--- src/rtl/nn_config_pkg.sv ---
// Shared layer geometry so the top level and the layer modules agree on sizes.
package nn_config_pkg;

  localparam int DATA_WIDTH = 16;
  localparam int L1_NN      = 30;
  localparam int L2_NN      = 30;
  localparam int L3_NN      = 10;

endpackage

--- src/rtl/layer_serializer.sv ---
// Turns one layer's parallel outputs into an ascending serial word stream, one word per cycle,
// first word one cycle after capture; no backpressure, so a capture with both buffers full is dropped.
module layer_serializer
  import nn_config_pkg::*;
#(
  parameter int nn         = L1_NN,
  parameter int data_width = DATA_WIDTH
) (
  input  logic                     clk,
  input  logic                     rst,
  input  logic [nn-1:0]            i_valid,
  input  logic [nn*data_width-1:0] i_data_flat,
  output logic                     x_valid,
  output logic [data_width-1:0]    x_out,
  output logic                     x_last,
  output logic                     busy,
  output logic                     overflow,
  output logic                     partial_err
);

  localparam int CW = (nn > 1) ? $clog2(nn) : 1;
  localparam logic [CW-1:0] LAST = CW'(nn - 1);

  typedef enum logic {IDLE, STREAM} state_t;

  state_t                state_q, state_d;
  logic [CW-1:0]         cnt_q, cnt_d;
  logic                  pend_vld_q, pend_vld_d;
  logic [data_width-1:0] act_q  [nn];
  logic [data_width-1:0] pend_q [nn];

  logic capture, partial, last;
  logic ld_act_in, ld_act_pend, ld_pend, drop;

  assign capture = &i_valid;
  assign partial = (|i_valid) & ~capture;
  assign last    = (state_q == STREAM) && (cnt_q == LAST);

  always_ff @(posedge clk) begin
    if (rst) begin
      state_q    <= IDLE;
      cnt_q      <= '0;
      pend_vld_q <= 1'b0;
    end else begin
      state_q    <= state_d;
      cnt_q      <= cnt_d;
      pend_vld_q <= pend_vld_d;
    end
  end

  always_comb begin
    state_d     = state_q;
    cnt_d       = cnt_q;
    pend_vld_d  = pend_vld_q;
    ld_act_in   = 1'b0;
    ld_act_pend = 1'b0;
    ld_pend     = 1'b0;
    drop        = 1'b0;
    case (state_q)
      IDLE: begin
        if (capture) begin
          state_d   = STREAM;
          cnt_d     = '0;
          ld_act_in = 1'b1;
        end
      end
      STREAM: begin
        if (last) begin
          // Handoff: queued set wins, and a simultaneous capture refills the freed slot.
          cnt_d = '0;
          if (pend_vld_q) begin
            ld_act_pend = 1'b1;
            pend_vld_d  = capture;
            ld_pend     = capture;
          end else if (capture) begin
            ld_act_in = 1'b1;
          end else begin
            state_d = IDLE;
          end
        end else begin
          cnt_d = cnt_q + CW'(1);
          if (capture) begin
            if (!pend_vld_q) begin
              ld_pend    = 1'b1;
              pend_vld_d = 1'b1;
            end else begin
              drop = 1'b1;
            end
          end
        end
      end
      default: state_d = IDLE;
    endcase
  end

  always_comb begin
    x_valid = (state_q == STREAM);
    x_out   = x_valid ? act_q[cnt_q] : '0;
    x_last  = x_valid && (cnt_q == LAST);
    busy    = x_valid || pend_vld_q;
  end

  always_ff @(posedge clk) begin
    for (int j = 0; j < nn; j++) begin
      if (ld_act_in)
        act_q[j] <= i_data_flat[j*data_width +: data_width];
      else if (ld_act_pend)
        act_q[j] <= pend_q[j];
      if (ld_pend)
        pend_q[j] <= i_data_flat[j*data_width +: data_width];
    end
  end

  always_ff @(posedge clk) begin
    if (rst) begin
      overflow    <= 1'b0;
      partial_err <= 1'b0;
    end else begin
      if (drop)    overflow    <= 1'b1;
      if (partial) partial_err <= 1'b1;
    end
  end

endmodule
--- config.mk ---
export PLATFORM = sky130hd
export DESIGN_NAME = layer_serializer
export DESIGN_NICKNAME = d
export VERILOG_FILES = /design/src/rtl/nn_config_pkg.sv /design/src/rtl/layer_serializer.sv
export SDC_FILE = /design/constraint.sdc
export NUM_CORES = 1
export LEC_CHECK = 0
export CAP_MARGIN = 10
export CORE_MARGIN = 3
export CORE_UTILIZATION = 40
export CTS_BUF_LIST = sky130_fd_sc_hd__clkbuf_2 sky130_fd_sc_hd__clkbuf_4 sky130_fd_sc_hd__clkbuf_8
export CTS_CLUSTER_DIAMETER = 60
export DETAILED_ROUTE_END_ITERATION = 10
export SLEW_MARGIN = 0
export SYNTH_ARGS = -nofsm -noshare
export SYNTH_HDL_FRONTEND = slang
export SYNTH_SLANG_ARGS = --single-unit
--- constraint.sdc ---
create_clock -name clk -period 92.9 [get_ports clk]
set_input_delay 27.87 -clock clk [delete_from_list [all_inputs] [get_ports clk]]
set_output_delay 27.87 -clock clk [all_outputs]
set_load 0.05 [all_outputs]
==> results of run 1 <==
## how the worst max path moves through the flow
stage,start,end,slack (ps),depth (start not counted)
floorplan,i_valid[28],pend_q[0][0]$_DFFE_PP_,29860,4
global placement,i_valid[15],act_q[12][12]$_DFFE_PP_,59800,8
detailed placement,i_valid[15],act_q[21][6]$_DFFE_PP_,59580,8
CTS,register,x_out[0],59890,7
global route,register,x_out[11],59610,7
finish,register,x_out[11],59950,7
## state kept, by name, summed over array words and instances (netlist names), named ones only
signal	cells
overflow	1
cnt_q	5
pend_q	480
partial_err	1
x_valid	1
pend_vld_q	1
act_q	480
## cells in the mapped netlist (14+ instances only)
cell type and count:
a211oi_1 17, a21oi_1 27, buf_2 42, buf_6 36, dfxtp_1 14, edfxtp_1 960
mux2_1 30, mux2_2 487, mux2i_1 33, mux4_2 93, nand2_1 22, nor2_1 22
nor2b_1 17, o22ai_1 14
## critical path: stages, from the launching register on
cell	delay, ps
dfxtp_4	830
buf_4	830
nand2b_1	310
o22ai_1	110
nor4_1	790
a21oi_1	210
a21oi_1	210
clkdlybuf4s50_1	920
## cells by family after synthesis
logic type	count (synthesis)	share of synthesized area, %
DFF	974	73.8
muxes	644	20.9
AOI/OAI and AO/OA	99	1.67
xor gates and xnor gates	3	0.0666
adders and majority gates	2	0.0634
buffers and inverters	105	1.96
and+or+nand+nor	115	1.56
## power by group
group	switching, mW	leakage [nW]	internal (mW)
logic	0.0120	4.97	0.0264
registers	0.0000301	8.74	0.482
clock network	0.170	1.65	0.196
## routing by layer
layer  vias up  wire [um]  global-route usage, %
met3       142       6880                   5.12
li1       9210          -                      -
met5         -         20                      0
met1     10600      42200                   25.4
met2       695      50900                   33.0
met4         4       2420                   6.62
## cell type report
class / count / area [um^2] / share of cell area, %
flip-flops and latches: 974 / 29100 / 59.4
multi-input cells: 863 / 9610 / 19.6
inverters: 6 / 22.5 / 0.0459
diodes: 15 / 37.5 / 0.0766
well taps: 1276 / 1600 / 3.26
clock buffers: 231 / 2770 / 5.66
repair buffers: 553 / 5530 / 11.3
clock inverters: 56 / 335 / 0.684
## through the flow
stage	util (%)	setup slack, ps	instance area, um^2	std cells	power (mW)
floorplan	-	29860	39500	1942	0.501
global placement	47.2	59800	45900	3672	0.529
detailed placement	47.2	59580	45900	3672	0.530
CTS	50.4	59890	49000	3959	0.899
global route	50.4	59610	49000	3969	0.922
finish	50.4	59950	49000	3974	0.886
==> qor.yml, run 1 <==
synth_nets: 2456
p_per_area_mw_per_mm2: 18.1
fmax_ghz: 0.0303
finalCriticalPeriod_ps: 32950
worstMarginPinSlew_ps: 1240
dp_hpwl_mm: 70.0
r2r_end: "act_q[1][2]$_DFFE_PP_"
critPathKind: "register to output pin"
synthCells: 1942
clock_latency_ps: 820
status: "finished, final reports clean"
worstPathArrival_ps: 5080
fillers: 7904
first_global_vias: 22100
netlist_area_mm2: 0.0395
ir_drop_v: 0.0000102
die_w_um: 320
finalSetupTns_ps: 0
finalHoldViolCount: 0
core_area_mm2: 0.0973
cts-htree-levels: 4
design.portCount: 533
nets: 3076
track_usage_pct: 19.8
gp_congestion: 0.812
antenna_found_initial: 17
synth_top_area_share_pct: 73.0
dieArea_mm2: 0.102
grt_max_degree: 180
required_ps: 65030
post-route-period-util_pct: 35.5
setup_violations: 0
avgSynthCellArea_um2: 20.3
via_per_inst: 5.19
postCtsHoldBufs: 0
ys_warn_count: 0
finClkSkew_ps: 39.8
tritoncts: "built"
wl_per_cell_um: 25.8
synthTopCellsByArea: "edfxtp_1 73%, mux2_2 14%, mux4_2 5.3%"
max_slew_margin_pct: 17.1
whs_path_depth: 2
ys_ff_latch: 974
grt_pass1_wl_mm: 148
cts_made_buffers: 164
min_from: "overflow$_SDFFE_PP0P_"
final_cell_mix: "960 x edfxtp_1, 532 x clkdlybuf4s50_1, 487 x mux2_2"
fp-row-count: 114
report.final.slew_viol_count: 0
path_clk_slew_ps: 60
ctsResizeCount: 0
synth_top_cell_by_area: "edfxtp_1"
async_flop_share_pct: 0
die_h_um: 320
initial_utilization_pct: 40.6
drc_errors: 0
reg2regPathDepth: 8
post-cts-setup-buffers: 0
rsz0062_at_grt: "false"
grt_overflow: 0
setup.worst_path.end_class: "output pin"
layout_commonest_cell: "edfxtp_1"
drt-total-wl_mm: 102
synth_top_flop_cell: "edfxtp_1"
clock_path_buffers: 3
rrSetupSlack_ps: 86820
power_leakage_nw: 15.4
cts_num_sinks: 974
ant_nets: 0
start_kind: "register"
fin_hold_ws_ps: 494
root_buffer: "clkbuf_8"
drt_iter0_markers: 1520
maxCapViolCount: 0
hold_end: "overflow$_SDFFE_PP0P_"
drive_gt1_share_pct: 32.6
r2r-start: "cnt_q[0]$_SDFFE_PP0N_"
crit_fanout: 57
seq_area_frac_synth_pct: 73.8
drt_first_pass_iters: 5
min_path_type: "register to register"
synth_cell_types: 46
io_buffers: 532
syn2layout_area_growth_pct: 24.2
vias: 20600
synth_edf_count: 960
Power figures use the tool's default switching activity.
==> run 2: changes to the inputs <==
==> constraint.sdc (replaced) <==
create_clock -name clk -period 27.5 [get_ports clk]
set_input_delay 8.25 -clock clk [delete_from_list [all_inputs] [get_ports clk]]
set_output_delay 8.25 -clock clk [all_outputs]
set_load 0.05 [all_outputs]
==> run 2 against run 1 <==
Critical path depth did not move. Critical path type unchanged. Die area did not move. Hold slack got worse by 4.9 ps.
==> qor.yml, run 2 (same netlist as run 1, synthesis figures left out) <==
postCtsHoldBufs: 0  # unchanged
ir_drop_v: 0.0000371  # was 0.0000102 V
core_area_mm2: 0.0973  # unchanged
placed_area_mm2: 0.0459  # about the same
drive_gt1_share_pct: 32.2  # was 32.6%
start_kind: "register"  # unchanged
antenna_found_initial: 29  # was 17
initial_utilization_pct: 40.6  # unchanged
ant_nets: 0  # unchanged
setup_violations: 0  # unchanged
status: "finished, final reports clean"  # unchanged
fmax_ghz: 0.0735
nets: 3078  # was 3,076
fp-row-count: 114  # unchanged
gp_congestion: 0.854  # was 0.812
finalNonFillerCells: 3984  # was 3,974
post-route-util_pct: 50.5  # was 50.4%
dp_worst_setup_slack_ps: 14090  # was 59,580 ps
min_path_type: "register to register"  # unchanged
io_buffers: 532  # unchanged
rrSetupSlack_ps: 22930  # was 86,820 ps
first_global_vias: 22200  # was 22,100
setup.worst_path.end_class: "output pin"  # unchanged
post-route-period-util_pct: 49.5
crit_fanout: 41  # was 57
worstMarginPinSlew_ps: 1260  # was 1240 ps
ctsResizeCount: 0  # unchanged
vias: 20800  # was 20,600
design.portCount: 533  # unchanged
root_buffer: "clkbuf_8"  # unchanged
reg2regPathDepth: 7  # was 8
p_per_area_mw_per_mm2: 61.9  # was 18.1 mW/mm^2
clock_latency_ps: 820  # about the same
grt_overflow: 0  # unchanged
report.final.slew_viol_count: 0  # unchanged
syn2layout_area_growth_pct: 24.6  # was 24.2%
grt_pass1_wl_mm: 151  # was 148 mm
finClkSkew_ps: 33.4  # was 39.8 ps
max_slew_margin_pct: 15.9  # was 17.1%
die_w_um: 320  # unchanged
wl_per_cell_um: 26.4  # was 25.8 um
drt-total-wl_mm: 105  # was 102 mm
placed_cells: 3675  # was 3,672
tritoncts: "built"  # unchanged
path_clk_slew_ps: 60  # about the same
fillers: 7959  # was 7,904
track_usage_pct: 20.3  # was 19.8%
final_cell_mix: "960 x edfxtp_1, 532 x clkdlybuf4s50_1, 487 x mux2_2"  # unchanged
cts_num_sinks: 974  # unchanged
clock_path_buffers: 3  # unchanged
total_power_mw: 3.04  # was 0.886 mW
rsz0062_at_grt: "false"  # unchanged
via_per_inst: 5.21  # was 5.19
drt_iter0_markers: 1467  # was 1,520
grt_max_degree: 195  # was 180
layout_commonest_cell: "edfxtp_1"  # unchanged
reg.largest.list: "act_q x480, pend_q x480, cnt_q x5"  # unchanged
r2r_end: "pend_q[1][125]$_DFFE_PP_"  # was act_q[1][2]$_DFFE_PP_
cts-htree-levels: 4  # unchanged
r2r-start: "cnt_q[0]$_SDFFE_PP0N_"  # unchanged
dieArea_mm2: 0.102  # unchanged
finalCriticalPeriod_ps: 13610
worst_slack_ps: 13890  # was 59,950 ps
die_h_um: 320  # unchanged
drt_first_pass_iters: 5  # unchanged
dp_hpwl_mm: 72.8  # was 70.0 mm
drc_errors: 0  # unchanged
finalInstanceArea_mm2: 0.0492  # was 0.0490 mm^2
post-cts-setup-buffers: 0  # unchanged
fin_hold_ws_ps: 489  # was 494 ps
critPathKind: "register to output pin"  # unchanged
power_leakage_nw: 15.4  # about the same
worstPathArrival_ps: 5360  # was 5080 ps
finalHoldViolCount: 0  # unchanged
endpoint: "x_out[10]"  # was x_out[11]
cts_made_buffers: 163  # was 164
maxCapViolCount: 0  # unchanged
finalSetupTns_ps: 0  # unchanged
required_ps: 19250  # was 65,030 ps
[run 2: cell count changes in the layout (fill, tap and decap cells not counted), sizes merged]
cell and change:
buf +3, bufinv +6, clkbuf -10, clkinv +14, diode +1, inv -4
[run 2: worst max-delay path, stage by stage (launching register included)]
cell	delay, ps
dfxtp_4	890
buf_4	620
buf_4	720
mux4_2	360
o22ai_1	70
o21ai_0	670
and4_1	360
clkdlybuf4s50_1	840
[run 2: layer usage]
| layer | GRT usage [%] | part of all wire [%] |
|---|---|---|
| met5 | 0 | 0.16 |
| met4 | 5.87 | 1.8 |
| met3 | 6.00 | 7.2 |
| met2 | 33.7 | 50 |
| met1 | 26.0 | 41 |
[run 2: where the power goes]
part	switching [mW]	total, mW	internal [mW]	leakage, nW
Combinational	0.0442	0.134	0.0894	4.99
Sequential	0.0000404	1.63	1.63	8.74
Clock	0.578	1.28	0.703	1.69
Total	0.623	3.04	2.42	15.4
[run 2: worst min path at each step]
stage / start / to / slack (ps) / depth (start not counted)
after floorplan: pend_q[0][160]$_DFFE_PP_ / act_q[10][0]$_DFFE_PP_ / 510 / 1
after global placement: partial_err$_SDFFE_PP0P_ / partial_err$_SDFFE_PP0P_ / 460 / 2
after detailed placement: partial_err$_SDFFE_PP0P_ / partial_err$_SDFFE_PP0P_ / 470 / 2
after CTS: partial_err$_SDFFE_PP0P_ / partial_err$_SDFFE_PP0P_ / 490 / 2
after global routing: partial_err$_SDFFE_PP0P_ / partial_err$_SDFFE_PP0P_ / 510 / 2
final: partial_err$_SDFFE_PP0P_ / partial_err$_SDFFE_PP0P_ / 490 / 2
[run 2: cell type report]
type	count	area (um^2)	area share [%]
inverters	6	22.5	0.0458
multi-input cells	863	9620	19.6
diodes	16	40.0	0.0814
flip-flops and latches	974	29100	59.2
clock inverters	72	520	1.06
well taps	1276	1600	3.25
repair buffers	556	5550	11.3
clock buffers	221	2700	5.49
